--- src/rtl/multi_edge_detector_if.sv ---
// Bus bundle for multi_edge_detector: raw inputs and controls in, filtered
// levels, qualified edges and event accounting out.
interface multi_edge_detector_if #(
    parameter int WIDTH = 8,
    parameter int CNT_W = 8
);
    logic [WIDTH-1:0]   signal;
    logic [2*WIDTH-1:0] mode;
    logic [WIDTH-1:0]   clear;
    logic               count_clr;
    logic [WIDTH-1:0]   level;
    logic [WIDTH-1:0]   edge_pulse;
    logic [WIDTH-1:0]   edge_sticky;
    logic [CNT_W-1:0]   event_count;
    logic               irq;

    modport master (
        output signal, mode, clear, count_clr,
        input  level, edge_pulse, edge_sticky, event_count, irq
    );

    modport slave (
        input  signal, mode, clear, count_clr,
        output level, edge_pulse, edge_sticky, event_count, irq
    );
endinterface

--- src/rtl/multi_edge_detector.sv ---
// Multi-channel synchronise/debounce/edge-qualify block with sticky flags,
// a shared saturating event counter and an OR-reduced interrupt.
module med_lane #(
    parameter int SYNC_STAGES = 2,
    parameter int DEBOUNCE    = 4
) (
    input  logic       clock,
    input  logic       rst_n,
    input  logic       sig,
    input  logic [1:0] mode,
    input  logic       clear,
    output logic       level,
    output logic       edge_pulse,
    output logic       edge_sticky,
    output logic       pulse_next
);
    localparam int DW = $clog2(DEBOUNCE + 1);

    logic [SYNC_STAGES-1:0] sync_q;
    logic [DW-1:0]          dcnt;
    logic                   sync;
    logic                   flip;

    assign sync = sync_q[SYNC_STAGES-1];
    // The flip edge is the only point where mode is consulted.
    assign flip       = (sync != level) && (dcnt == DW'(DEBOUNCE - 1));
    assign pulse_next = flip & ((sync & mode[0]) | (~sync & mode[1]));

    always_ff @(posedge clock or negedge rst_n) begin
        if (!rst_n) begin
            sync_q      <= '0;
            dcnt        <= '0;
            level       <= 1'b0;
            edge_pulse  <= 1'b0;
            edge_sticky <= 1'b0;
        end else begin
            sync_q <= {sync_q[SYNC_STAGES-2:0], sig};
            if (sync == level) begin
                dcnt <= '0;
            end else if (flip) begin
                level <= sync;
                dcnt  <= '0;
            end else begin
                dcnt <= dcnt + DW'(1);
            end
            edge_pulse  <= pulse_next;
            edge_sticky <= pulse_next | (edge_sticky & ~clear);
        end
    end
endmodule

module multi_edge_detector #(
    parameter int WIDTH       = 8,
    parameter int SYNC_STAGES = 2,
    parameter int DEBOUNCE    = 4,
    parameter int CNT_W       = 8
) (
    input logic                  clock,
    input logic                  rst_n,
    multi_edge_detector_if.slave bus
);
    localparam int PW = $clog2(WIDTH + 1);
    localparam int SW = CNT_W + PW + 1;

    logic [WIDTH-1:0] pulse_next;
    logic [WIDTH-1:0] level;
    logic [WIDTH-1:0] edge_pulse;
    logic [WIDTH-1:0] edge_sticky;
    logic [CNT_W-1:0] event_count;
    logic [PW-1:0]    pop;
    logic [SW-1:0]    sum;
    logic [CNT_W-1:0] cnt_next;

    for (genvar i = 0; i < WIDTH; i++) begin : g_lane
        med_lane #(
            .SYNC_STAGES (SYNC_STAGES),
            .DEBOUNCE    (DEBOUNCE)
        ) u_lane (
            .clock       (clock),
            .rst_n       (rst_n),
            .sig         (bus.signal[i]),
            .mode        (bus.mode[2*i+1:2*i]),
            .clear       (bus.clear[i]),
            .level       (level[i]),
            .edge_pulse  (edge_pulse[i]),
            .edge_sticky (edge_sticky[i]),
            .pulse_next  (pulse_next[i])
        );
    end

    // Wide sum so every simultaneous pulse counts before saturation.
    always_comb begin
        pop = '0;
        for (int i = 0; i < WIDTH; i++) pop = pop + PW'(pulse_next[i]);
        if (bus.count_clr) sum = SW'(pop);
        else               sum = SW'(event_count) + SW'(pop);
        if (sum > SW'({CNT_W{1'b1}})) cnt_next = '1;
        else                           cnt_next = sum[CNT_W-1:0];
    end

    always_ff @(posedge clock or negedge rst_n) begin
        if (!rst_n) event_count <= '0;
        else        event_count <= cnt_next;
    end

    assign bus.level       = level;
    assign bus.edge_pulse  = edge_pulse;
    assign bus.edge_sticky = edge_sticky;
    assign bus.event_count = event_count;
    assign bus.irq         = |edge_sticky;
endmodule

--- src/flat_wrapper.sv ---
// flat-port wrapper written by rule: the top's interface ports become plain ports
module multi_edge_detector_flat 
#(
    parameter int WIDTH       = 8,
    parameter int SYNC_STAGES = 2,
    parameter int DEBOUNCE    = 4,
    parameter int CNT_W       = 8
)
  (clock, rst_n, bus_signal, bus_mode, bus_clear, bus_count_clr, bus_level, bus_edge_pulse, bus_edge_sticky, bus_event_count, bus_irq);
  multi_edge_detector_if #(.WIDTH(WIDTH), .CNT_W(CNT_W)) bus_i ();
  input logic clock;
  input logic rst_n;
  input wire logic [$bits(bus_i.signal)-1:0] bus_signal;
  input wire logic [$bits(bus_i.mode)-1:0] bus_mode;
  input wire logic [$bits(bus_i.clear)-1:0] bus_clear;
  input wire logic [$bits(bus_i.count_clr)-1:0] bus_count_clr;
  output wire logic [$bits(bus_i.level)-1:0] bus_level;
  output wire logic [$bits(bus_i.edge_pulse)-1:0] bus_edge_pulse;
  output wire logic [$bits(bus_i.edge_sticky)-1:0] bus_edge_sticky;
  output wire logic [$bits(bus_i.event_count)-1:0] bus_event_count;
  output wire logic [$bits(bus_i.irq)-1:0] bus_irq;
  assign bus_i.signal = bus_signal;
  assign bus_i.mode = bus_mode;
  assign bus_i.clear = bus_clear;
  assign bus_i.count_clr = bus_count_clr;
  assign bus_level = bus_i.level;
  assign bus_edge_pulse = bus_i.edge_pulse;
  assign bus_edge_sticky = bus_i.edge_sticky;
  assign bus_event_count = bus_i.event_count;
  assign bus_irq = bus_i.irq;
  multi_edge_detector #(.WIDTH(WIDTH), .SYNC_STAGES(SYNC_STAGES), .DEBOUNCE(DEBOUNCE), .CNT_W(CNT_W)) u_core (.clock(clock), .rst_n(rst_n), .bus(bus_i));
endmodule
--- config.mk ---
export PLATFORM = sky130hd
export DESIGN_NAME = multi_edge_detector_flat
export DESIGN_NICKNAME = d
export VERILOG_FILES = /design/src/rtl/multi_edge_detector_if.sv /design/src/rtl/multi_edge_detector.sv /design/src/flat_wrapper.sv
export SDC_FILE = /design/constraint.sdc
export NUM_CORES = 1
export LEC_CHECK = 0
export ABC_AREA = 1
export ABC_CLOCK_PERIOD_IN_PS = 7950
export CAP_MARGIN = 20
export CORE_UTILIZATION = 55
export CTS_CLUSTER_SIZE = 8
export DETAILED_ROUTE_END_ITERATION = 16
export PLACE_DENSITY = 0.85
export SYNTH_ARGS = -nofsm -noshare
export SYNTH_HDL_FRONTEND = slang
export SYNTH_SLANG_ARGS = --single-unit
--- constraint.sdc ---
create_clock -name clock -period 7.95 [get_ports clock]
set_input_delay 1.59 -clock clock [delete_from_list [all_inputs] [get_ports clock]]
set_output_delay 1.59 -clock clock [all_outputs]
set_load 0.02 [all_outputs]
Word-level counts from Yosys, hierarchy flattened --
Cells that the tools add are included.
Word-level totals: flip-flop bits (word level) 72, input bits 35, output and inout port bits 33
Cells by class: $add $sub $neg 16, order comparisons 1, equal/unequal tests 24, multiplexer cells 18, bitwise operators 72, reduce and logical (&&, ||, !) cells 17
Operators by type and width (number):
- two-way mux 3 bit | 16
- AND 1 bit | 32
- adder 3 x 1 -> 3 bit, second input constant | 8
- adder 4 x 1 -> 4 bit | 6
- == test 3 x 2 -> 1 bit, second input constant | 8
- inverter 1 bit | 24
- bitwise OR 1 bit | 16
- AND reduction 2 bit | 8
- greater-than comparator 13 x 8 -> 1 bit, second input constant | 1
- two-way mux 13 bit | 1
- adder 8 x 4 -> 9 bit | 1
- == test 1 bit | 8
- logical AND 1 bit | 8
- two-way mux 8 bit | 1
- inequality test 1 bit | 8
- OR reduction 8 bit | 1
- adder 1 x 1 -> 2 bit | 1

Longest topological paths before layout --
Gate-level depths: netlist of run 1.
word-level depth 15, mapped depth 23, mapped depth without buffers 23

By module --
From an unflattened synthesis of run 1, not the netlist that was laid out.
Unflattened totals: cell total of the unflattened synthesis 372, area, all modules 3279.4 um^2
By module, submodules not included:
- med_lane | times used 8, cells an instance 33, area an instance 311.5 um^2, sequential area each 200.2 um^2
- multi_edge_detector | times used 1, cells an instance 108, area an instance 787.0 um^2, sequential area each 200.2 um^2

Worst setup path after synthesis of run 1 --
Ideal clock, no wire load.
path kind input to register, from input bus_mode[2], to register u_core.event_count[4], in the netlist u_core.bus.event_count[4], setup time 0.119 ns, data arrival time 4.945 ns, data required time 7.831 ns, slack 2.885 ns, stages on the path 17, path through mux2i_1 -> nor2_1 -> ha_1 -> fa_1 -> inv_1 -> fa_1 -> inv_1 -> fa_1 -> inv_1 -> fa_1 -> inv_1 -> fa_1 -> nand3_1 -> nand2_1 -> or2_0 -> nand3_1 -> nand2_1
On the way: longest elaborated chain between the ends 14
RTL lines:
- start: declaration | RTL line flat_wrapper.sv:14 | input wire logic [$bits(bus_i.mode)-1:0] bus_mode;
- AND 1 bit (*) | RTL line multi_edge_detector.sv:27 | assign pulse_next = flip & ((sync & mode[0]) | (~sync & mode[1]));
- bitwise OR 1 bit (*) | RTL line multi_edge_detector.sv:27
- AND 1 bit (*) | RTL line multi_edge_detector.sv:27
- via u_core.g_lane[1].u_lane.pulse_next | RTL line multi_edge_detector.sv:15 | output logic pulse_next
- adder 1 x 1 -> 2 bit (*) | RTL line multi_edge_detector.sv:94 | for (int i = 0; i < WIDTH; i++) pop = pop + PW'(pulse_next[i]);
- adder 4 x 1 -> 4 bit (*) (6 in a row) | RTL line multi_edge_detector.sv:94
- adder 8 x 4 -> 9 bit | RTL line multi_edge_detector.sv:96 | else sum = SW'(event_count) + SW'(pop);
- two-way mux 13 bit (*) | RTL line multi_edge_detector.sv:95 | if (bus.count_clr) sum = SW'(pop);
- greater-than comparator 13 x 8 -> 1 bit | RTL line multi_edge_detector.sv:97 | if (sum > SW'({CNT_W{1'b1}})) cnt_next = '1;
- two-way mux 8 bit (*) | RTL line multi_edge_detector.sv:97
- via u_core.cnt_next[4] | RTL line multi_edge_detector.sv:72 | logic [CNT_W-1:0] cnt_next;
- end signal: assignment | RTL line multi_edge_detector.sv:103 | else event_count <= cnt_next;
- end: declaration | RTL line multi_edge_detector.sv:69 | logic [CNT_W-1:0] event_count;
The timed path passes the listed nets; every way through them passes the cells marked *. A chain may end at the register's enable or synchronous reset.

Worst setup path after layout of run 1 --
from input bus_mode[2], to register u_core.event_count[1], in the netlist u_core.bus.event_count[1]
Same word-level chain as after synthesis.

==> flow_summary.toml, run 1 <==
[outcome]
status = "complete, no violations"

[placed_design]
place_hpwl_mm = 4.45
numPortBuffers = 67
place_ws_ns = 2.26
dp_cells = 451
place_congestion = 0.844

[route]
routed-via-count = 2347
routed_wl_mm = 6.50
routedWlPerCell_um = 13.9
firstDrtPassIters = 6
drt_iter0_markers = 131
viasPerCell = 5.03
drc_errors = 0
drtAntennaViolNets = 0

[critical_path]
max_stage_delay_ns = 0.55
crit_top_cell = "fa_1"
cpMaxStageDelayCell = "fa_1"
crit_path_start_kind = "primary input"
worstPathMaxFanout = 2
path_cells = "clkdlybuf4s50_1 -> mux2i_1 -> nor2_1 -> ha_1 -> fa_1 -> inv_1 -> fa_1 -> inv_1 -> fa_1 -> inv_1 -> fa_1 -> inv_1 -> fa_1 -> o21ai_0 -> nand2_1"
r2r_slack_ns = 3.47
crit_family = "adder cells"
cp.required_ns = 8.16
critPathBufInv = 5
end_kind = "flip-flop"
arrival_ns = 5.64
path_class = "in -> reg"

[pwr]
ir_drop_uv = 163
leakage_nw = 2.10
p_per_area_nw_per_um2 = 285

[sta]
tightest_slew_ns = 0.859
hold_violations = 0
fmax_mhz = 184
finalMaxSlewViolations = 0
fin_hold_ws_ns = 0.351
period_share = 0.683
fin_skew_ns = 0.00921
setup-tns-final_ns = 0
rsz0062_at_grt = "false"
finalSetupViolCount = 0
slew_headroom = 0.427
worst_slack_ns = 2.52
finalCriticalPeriod_ns = 5.43

[clock_tree]
cts_buffers = 9
cts_setup_buffers = 0
cts-root-buf = "clkbuf_8"
ctsHtreeMaxLevel = 3
clockBufferDepth = 2
cts.sinks = 72
cts_tree = "yes"
worstSkewPairLatency_ns = 0.34
clk_pin_slew_ns = 0.07
hold_buffers = 0
cts_resized = 0

[cells_and_area]
fin_cells = 467
final_cell_mix = "nand2_1 (78), dfrtp_1 (72), clkdlybuf4s50_1 (66)"
drive_gt1_frac = 0.0481
area_growth_pct = 25.8
layout_commonest_cell = "nand2_1"
antenna_cells = 0
fin_nets = 445

[global_routing]
grtUsageTotal = 0.239
antenna_found_initial = 0
grt_pass1_vias = 2481
grt_max_degree = 73
use_met1 = 0.280
busiest_layer = "met2"
use_met3 = 0.0494
grt_pass1_wl_mm = 11.1
met2_usage = 0.415
grt_remaining_overflow = 0

[floorplanning]
die_h_um = 79.2
start_util = 0.584
chipWidth_um = 79.2
design.die.area_sq_um = 6270
io_pins = 68
fp.coreArea_sq_um = 5610
row_count = 27

[yosys]
ys_ff_latch = 72
netlist_area_sq_um = 3270
yosys-top-cells-area = "dfrtp_1 (55%), nand2_1 (8.9%), inv_1 (5.8%)"
yosys.area.top_type = "dfrtp_1"
synthCells = 335
synth_seq_area_share = 0.550
yosysUniqueCellTypes = 22
syn_avg_cell_area_sq_um = 9.77
syn-num-nets = 390
synth_top_area_share = 0.550
yosysWarnings = 0

[flow_run]
cap_violations = 0

[hold_path]
holdCritPathClass = "reg -> reg"
power by group:
| part | switching [mW] | leakage (nW) | internal (mW) |
|---|---|---|---|
| combinational | 0.177 | 1.03 | 0.143 |
| clock | 0.133 | 0.128 | 0.241 |
| sequential | 0.0458 | 0.936 | 0.432 |
| total | 0.356 | 2.10 | 0.816 |
worst reg2reg max path, delay by kind of cell (launching register included):
kind                       cells  cell delay [ns]
AOI/OAI and AO/OA              1             0.25
and+or+nand+nor                4             0.39
DFF                            1             0.39
buffers and inverters          5             0.42
adders and majority gates      7             2.91
Yosys cell counts:
cell type / number
nand3_2: 1
dfrtp_1: 72
o22ai_1: 6
nor4_1: 2
o21ai_0: 7
buf_4: 24
nor3_1: 16
nor2_1: 22
mux2i_1: 6
nand4_1: 2
a21oi_1: 1
nor3_2: 1
nand3_1: 12
or2_0: 1
xnor2_1: 4
o211ai_1: 2
fa_1: 5
xor2_1: 6
nand2_2: 1
inv_1: 51
nand2_1: 78
ha_1: 15
layer usage:
metal  vias up  share of wire
li1       1140              -
met1      1126           0.41
met2        68           0.52
met3        13          0.045
met4         0          0.022
met5         -              0
metrics by stage:
step | instance area (sq um) | power (mW) | utilization
4_1_cts | 4120 | 1.18 | 0.734
5_1_grt | 4120 | 1.24 | 0.734
2_1_floorplan | 3270 | 0.694 | -
6_report | 4120 | 1.17 | 0.734
3_5_place_dp | 3860 | 0.794 | 0.688
3_3_place_gp | 3860 | 0.774 | 0.688
flip-flops by register name, indices dropped and copies added (netlist names):
signal,cells
u_core.g_lane.u_lane.edge_pulse,8
u_core.g_lane.u_lane.level,8
u_core.g_lane.u_lane.dcnt,24
u_core.bus.event_count,8
u_core.g_lane.u_lane.sync_q,16
u_core.g_lane.u_lane.edge_sticky,8
final timing paths:
check	startpoint	end	cells past startpoint
max in group asynchronous	rst_n	u_core.g_lane[7].u_lane.sync_q[0]	2
worst min-delay path	u_core.g_lane[1].u_lane.sync_q[0]	u_core.g_lane[1].u_lane.sync_q[1]	0
worst min register to register	u_core.g_lane[1].u_lane.sync_q[0]	u_core.g_lane[1].u_lane.sync_q[1]	0
worst max register to register	u_core.g_lane[0].u_lane.dcnt[0]	u_core.bus.event_count[1]	17
min in group asynchronous	rst_n	u_core.g_lane[6].u_lane.dcnt[2]	2
worst max-delay path	bus_mode[2]	u_core.bus.event_count[1]	15
layout make-up:
type	instances	area, sq um
flip-flops and latches	72	1800
repair buffers	68	673
well taps	72	90.1
clock inverters	5	129
fillers	404	1490
inverters	51	191
clock buffers	11	131
multi-input cells	188	1100
logic make-up after synthesis:
group	count (synthesis)	share of synthesized area
AOI/OAI and AO/OA	16	0.0283
xor gates and xnor gates	10	0.0267
adders and majority gates	20	0.0879
buffers and inverters	75	0.113
DFF	72	0.550
muxes	6	0.0183
and+or+nand+nor	136	0.175
Note: power is estimated with default switching activity, not from simulation.
==> run 2: changes to the inputs <==
ABC_CLOCK_PERIOD_IN_PS = 4700   (was 7950)
CORE_UTILIZATION = 46   (was 55)
PLACE_DENSITY = 0.76   (was 0.85)
clock period = 4.7 ns   (was 7.95 ns; I/O delays follow)
==> run 2 against run 1 <==
- core utilization decreased by 11 points
- routed wire length fell by 1.6%
- final area is 2.9% higher
- flip-flop and latch count unchanged
- worst hold slack lost 0.0011 ns
- global-route usage is 5.9 points lower
- clock power is 29% higher
- via count rose by 0.30%
- clock skew is 0.0015 ns higher
- setup slack worse by 2.4 ns
- critical path type unchanged
- critical endpoint is now u_core.bus.event_count[4]
- largest power group unchanged
==> flow_summary.toml, run 2 (same netlist as run 1, synthesis figures left out) <==
[route]
firstDrtPassIters = 4
drt_iter0_markers = 79
drc_errors = 0
routed_wl_mm = 6.40
routedWlPerCell_um = 12.8
drtAntennaViolNets = 0
routed-via-count = 2354
viasPerCell = 4.73

[sta]
rsz0062_at_grt = "false"
finalCriticalPeriod_ns = 4.55
setup-tns-final_ns = 0
finalSetupViolCount = 0
tightest_slew_ns = 0.859
slew_headroom = 0.427
hold_violations = 0
finalMaxSlewViolations = 0
fin_skew_ns = 0.0107
fin_hold_ws_ns = 0.350
fmax_mhz = 220
period_share = 0.968

[hold_path]
holdCritPathClass = "reg -> reg"
min_path_cells = 0

[pwr]
p_per_area_nw_per_um2 = 431
switching_power_mw = 0.583
power_frac_seq = 0.443
p_int_mw = 1.24
power_mw = 1.82
combPwrFrac = 0.293
pwr-share-clk = 0.264
swShare = 0.320
ir_drop_uv = 216
leakage_nw = 2.10

[clock_tree]
cts_setup_buffers = 0
cts-root-buf = "clkbuf_8"
clockBufferDepth = 2
cts_buffers = 9
cts_tree = "yes"
ctsHtreeMaxLevel = 3
cts.sinks = 72
clk_pin_slew_ns = 0.07
hold_buffers = 0
worstSkewPairLatency_ns = 0.34

[floorplanning]
fp.coreArea_sq_um = 6830
io_pins = 68
chipWidth_um = 86.4
die_h_um = 86.4
design.die.area_sq_um = 7460
start_util = 0.479
row_count = 30

[flow_run]
cap_violations = 0

[cells_and_area]
layout_commonest_cell = "nand2_1"
top_regs = "u_core.g_lane.u_lane.dcnt (24), u_core.g_lane.u_lane.sync_q (16)"
antenna_cells = 0
top_register = "u_core.g_lane.u_lane.dcnt"
area_growth_pct = 29.4
largest_reg_flops = 24
design_area_sq_um = 4240
final_cell_mix = "nand2_1 (75), dfrtp_1 (72), clkdlybuf4s50_1 (66)"
utilization = 0.620
fin_nets = 452
drive_gt1_frac = 0.117

[critical_path]
arrival_ns = 4.78
crit_family = "adder cells"
crit_path_start_kind = "primary input"
reg2reg_depth = 20
r2r_slack_ns = 0.52
end_kind = "flip-flop"
cp.required_ns = 4.93
worstPathMaxFanout = 4
critPathBufInv = 5
max_stage_delay_ns = 0.58
path_class = "in -> reg"
cp_num_cells = 18
path_cells = "clkdlybuf4s50_1 -> mux2i_1 -> nor2_2 -> ha_4 -> fa_1 -> inv_1 -> fa_1 -> inv_2 -> fa_2 -> inv_2 -> fa_2 -> inv_2 -> fa_2 -> nand3_2 -> nand2_4 -> or2_0 -> nand3_1 -> nand2_1"
cpMaxStageDelayCell = "fa_2"

[global_routing]
antenna_found_initial = 0
grt_remaining_overflow = 0
grt_pass1_vias = 2302
grtUsageTotal = 0.181
grt_max_degree = 73
grt_pass1_wl_mm = 10.2

[placed_design]
numPortBuffers = 67
place_area_sq_um = 3940
place_congestion = 0.864
place_hpwl_mm = 4.72

[outcome]
status = "complete, no violations"
[run 2: changes by cell type in the layout (fill, tap and decap cells not counted), moves of 3 or more]
cell       before  now
buf_4           1    9
bufinv_16       4    1
fa_1            5    2
fa_2            0    3
ha_1           15   11
ha_4            0    3
inv_1          51   48
inv_2           0    3
nand2_1        78   75
[run 2: worst paths after layout]
check	start	to
hold reg to reg	u_core.g_lane[6].u_lane.sync_q[0]	u_core.g_lane[6].u_lane.sync_q[1]
min in group asynchronous	rst_n	u_core.g_lane[1].u_lane.dcnt[2]
hold / removal	u_core.g_lane[6].u_lane.sync_q[0]	u_core.g_lane[6].u_lane.sync_q[1]
max in group asynchronous	rst_n	u_core.g_lane[0].u_lane.dcnt[0]
setup / recovery	bus_mode[0]	u_core.bus.event_count[4]
setup reg to reg	u_core.g_lane[0].u_lane.dcnt[0]	u_core.bus.event_count[4]
[run 2: cell type report]
class / count / area [sq um]
clock buffer: 11 / 141
clock inverter: 5 / 56.3
fill: 574 / 2590
inverter: 51 / 191
multi-input combinational: 188 / 1200
sequential: 72 / 1800
tap: 96 / 120
timing repair buffer: 75 / 728
[run 2: metal layers]
| metal | vias to the layer above | wire, um | GRT usage |
|---|---|---|---|
| met1 | 1118 | 2910 | 0.232 |
| met4 | 0 | 82 | 0.0500 |
| met2 | 72 | 3040 | 0.299 |
| met3 | 10 | 369 | 0.0533 |
| li1 | 1154 | - | - |
| met5 | - | 0 | 0 |
[run 2: stage by stage]
stage,setup WS [ns],cells
finish,0.149,498
global route,0.0198,498
CTS,0.00519,498
detailed placement,-0.419,482
global placement,-0.324,482
floorplan,0.285,335
[run 2: what timing repair did]
item                       in CTS  in global routing
pin swaps                       0                 11
setup endpoints to repair       7                  8
gates resized for setup         4                 18
[run 2: power groups by stage]
| stage | Clock (mW) | Sequential (mW) | Combinational, mW |
|---|---|---|---|
| 2_1_floorplan | 0 | 0.806 | 0.367 |
| 3_3_place_gp | 0 | 0.813 | 0.507 |
| 3_5_place_dp | 0 | 0.820 | 0.529 |
| 4_1_cts | 0.493 | 0.808 | 0.535 |
| 5_1_grt | 0.524 | 0.820 | 0.601 |
| 6_report | 0.481 | 0.808 | 0.535 |
==> run 3: changes to the inputs <==
CORE_MARGIN = 8   (was not set)
==> run 3 against run 2 <==
- via count down 1.6%
- core utilization down 0.44 points
- final area down 0.71%
- non-clock buffer count up 1
- register-to-register slack worse by 0.02 ns
- global-route usage down 4.1 points
- final cell count up 0.20%
- clock skew down 0.0023 ns
- routed wire length up 2.9%
- worst hold slack worse by 0.0018 ns
==> flow_summary.toml, run 3 (same netlist as run 1, synthesis figures left out) <==
[outcome]
status = "complete, no violations"

[sta]
tightest_slew_ns = 0.864
rsz0062_at_grt = "false"
finalCriticalPeriod_ns = 4.59
hold_violations = 0
slew_headroom = 0.424
finalMaxSlewViolations = 0
fmax_mhz = 218
period_share = 0.976
finalSetupViolCount = 0
fin_skew_ns = 0.00834

[route]
routedWlPerCell_um = 13.2
drtAntennaViolNets = 0
drc_errors = 0
routed_wl_mm = 6.58
firstDrtPassIters = 4
routed-via-count = 2317
drt_iter0_markers = 76
viasPerCell = 4.64

[cells_and_area]
antenna_cells = 0
layout_commonest_cell = "nand2_1"
top_regs = "u_core.g_lane.u_lane.dcnt (24), u_core.g_lane.u_lane.sync_q (16)"
fill_cells = 597
fin_nets = 453
utilization = 0.616
drive_gt1_frac = 0.104
final_cell_mix = "nand2_1 (77), dfrtp_1 (72), clkdlybuf4s50_1 (66)"
area_growth_pct = 28.5
largest_reg_flops = 24
top_register = "u_core.g_lane.u_lane.dcnt"

[critical_path]
path_class = "in -> reg"
arrival_ns = 4.81
max_stage_delay_ns = 0.58
reg2reg_depth = 20
worstPathMaxFanout = 4
cpMaxStageDelayCell = "fa_2"
cp.required_ns = 4.92
timing.rr.end = "u_core.bus.event_count[4]"
r2r_slack_ns = 0.50
crit_path_start_kind = "primary input"
path_cells = "clkdlybuf4s50_1 -> mux2i_2 -> nor2_2 -> ha_1 -> fa_1 -> inv_1 -> fa_1 -> inv_2 -> fa_2 -> inv_2 -> fa_2 -> inv_2 -> fa_2 -> nand3_2 -> nand2_4 -> or2_0 -> nand3_1 -> nand2_1"
rr_startpoint = "u_core.g_lane[1].u_lane.dcnt[0]"
end_kind = "flip-flop"

[pwr]
p_per_area_nw_per_um2 = 428
power_mw = 1.80
leakage_nw = 2.10
ir_drop_uv = 176

[global_routing]
met2_usage = 0.226
use_met1 = 0.167
grtUsageTotal = 0.140
grt_pass1_wl_mm = 11.0
grt_remaining_overflow = 0
antenna_found_initial = 0
grt_pass1_vias = 2395
use_met3 = 0.0505
busiest_layer = "met2"
grt_max_degree = 73

[placed_design]
numPortBuffers = 67
place_congestion = 0.902
place_hpwl_mm = 5.10

[clock_tree]
clk_pin_slew_ns = 0.07
worstSkewPairLatency_ns = 0.33
cts_tree = "yes"
clockBufferDepth = 2
cts_buffers = 9
ctsHtreeMaxLevel = 3
cts.sinks = 72
hold_buffers = 0
cts-root-buf = "clkbuf_8"

[hold_path]
hold_end = "u_core.g_lane[6].u_lane.sync_q[1]"
min_from = "u_core.g_lane[6].u_lane.sync_q[0]"
min_path_cells = 0
holdCritPathClass = "reg -> reg"

[floorplanning]
chipWidth_um = 100
row_count = 30
fp.coreArea_sq_um = 6830
io_pins = 68
die_h_um = 100
design.die.area_sq_um = 10100
start_util = 0.479

[flow_run]
cap_violations = 0
[run 3: cell count changes in the layout (fill, tap and decap cells not counted), sizes merged]
cell / delta
buf: +1
clkbuf: -1
clkinvlp: +1
[run 3: cell type report]
cell class,instances,area (sq um),area share
Multi-Input combinational cell,188,1170,0.278
Timing Repair Buffer,76,736,0.175
Tap cell,96,120,0.0285
Inverter,51,191,0.0455
Clock inverter,6,60.1,0.0143
Sequential cell,72,1800,0.428
Clock buffer,10,128,0.0303
[run 3: metrics by stage]
step           setup TNS, ns  instances  worst slack, ns  hold slack, ns  cell area, sq um
6_report                   0        499            0.113           0.348              4210
5_1_grt                    0        499           0.0143           0.354              4210
4_1_cts              -0.0117        497          -0.0117           0.351              4130
3_5_place_dp           -3.10        481           -0.422           0.336              3940
3_3_place_gp           -2.41        481           -0.338           0.332              3940
2_1_floorplan              0        335            0.285           0.331              3270
[run 3: worst max path at each step]
| stage | slack, ns | cells after the start | start | end |
|---|---|---|---|---|
| 2_1_floorplan | 0.29 | 17 | bus_mode[2] | u_core.bus.event_count[4] |
| 3_3_place_gp | -0.34 | 20 | bus_mode[2] | u_core.bus.event_count[5] |
| 3_5_place_dp | -0.42 | 17 | bus_mode[3] | u_core.bus.event_count[3] |
| 4_1_cts | -0.01 | 17 | bus_mode[2] | u_core.bus.event_count[3] |
| 5_1_grt | 0.01 | 18 | bus_mode[3] | u_core.bus.event_count[4] |
| 6_report | 0.11 | 18 | bus_mode[3] | u_core.bus.event_count[4] |
[run 3: worst max-delay path: cells and delay by family]
kind | cells | cell delay [ns]
adder cells (fa/ha/maj) | 6 | 2.40
buffers and inverters | 5 | 0.69
multiplexers | 1 | 0.08
AND/OR/NAND/NOR | 6 | 0.69
[run 3: report_power, final]
part | switching, mW | leakage [nW] | internal [mW]
combinational | 0.284 | 1.07 | 0.249
sequential | 0.0785 | 0.936 | 0.731
clock | 0.217 | 0.0920 | 0.242
[run 3: timing repair]
action,in CTS,in global routing
setup endpoints to repair,8,8
resized for setup,1,17
setup buffers,0,2
pin swaps,0,9
gates cloned,0,0
[run 3: layer usage]
metal  up-vias  wire (um)
li1       1149          -
met1      1090       3030
met2        69       3120
met3         9        350
met4         0         78
met5         -          0
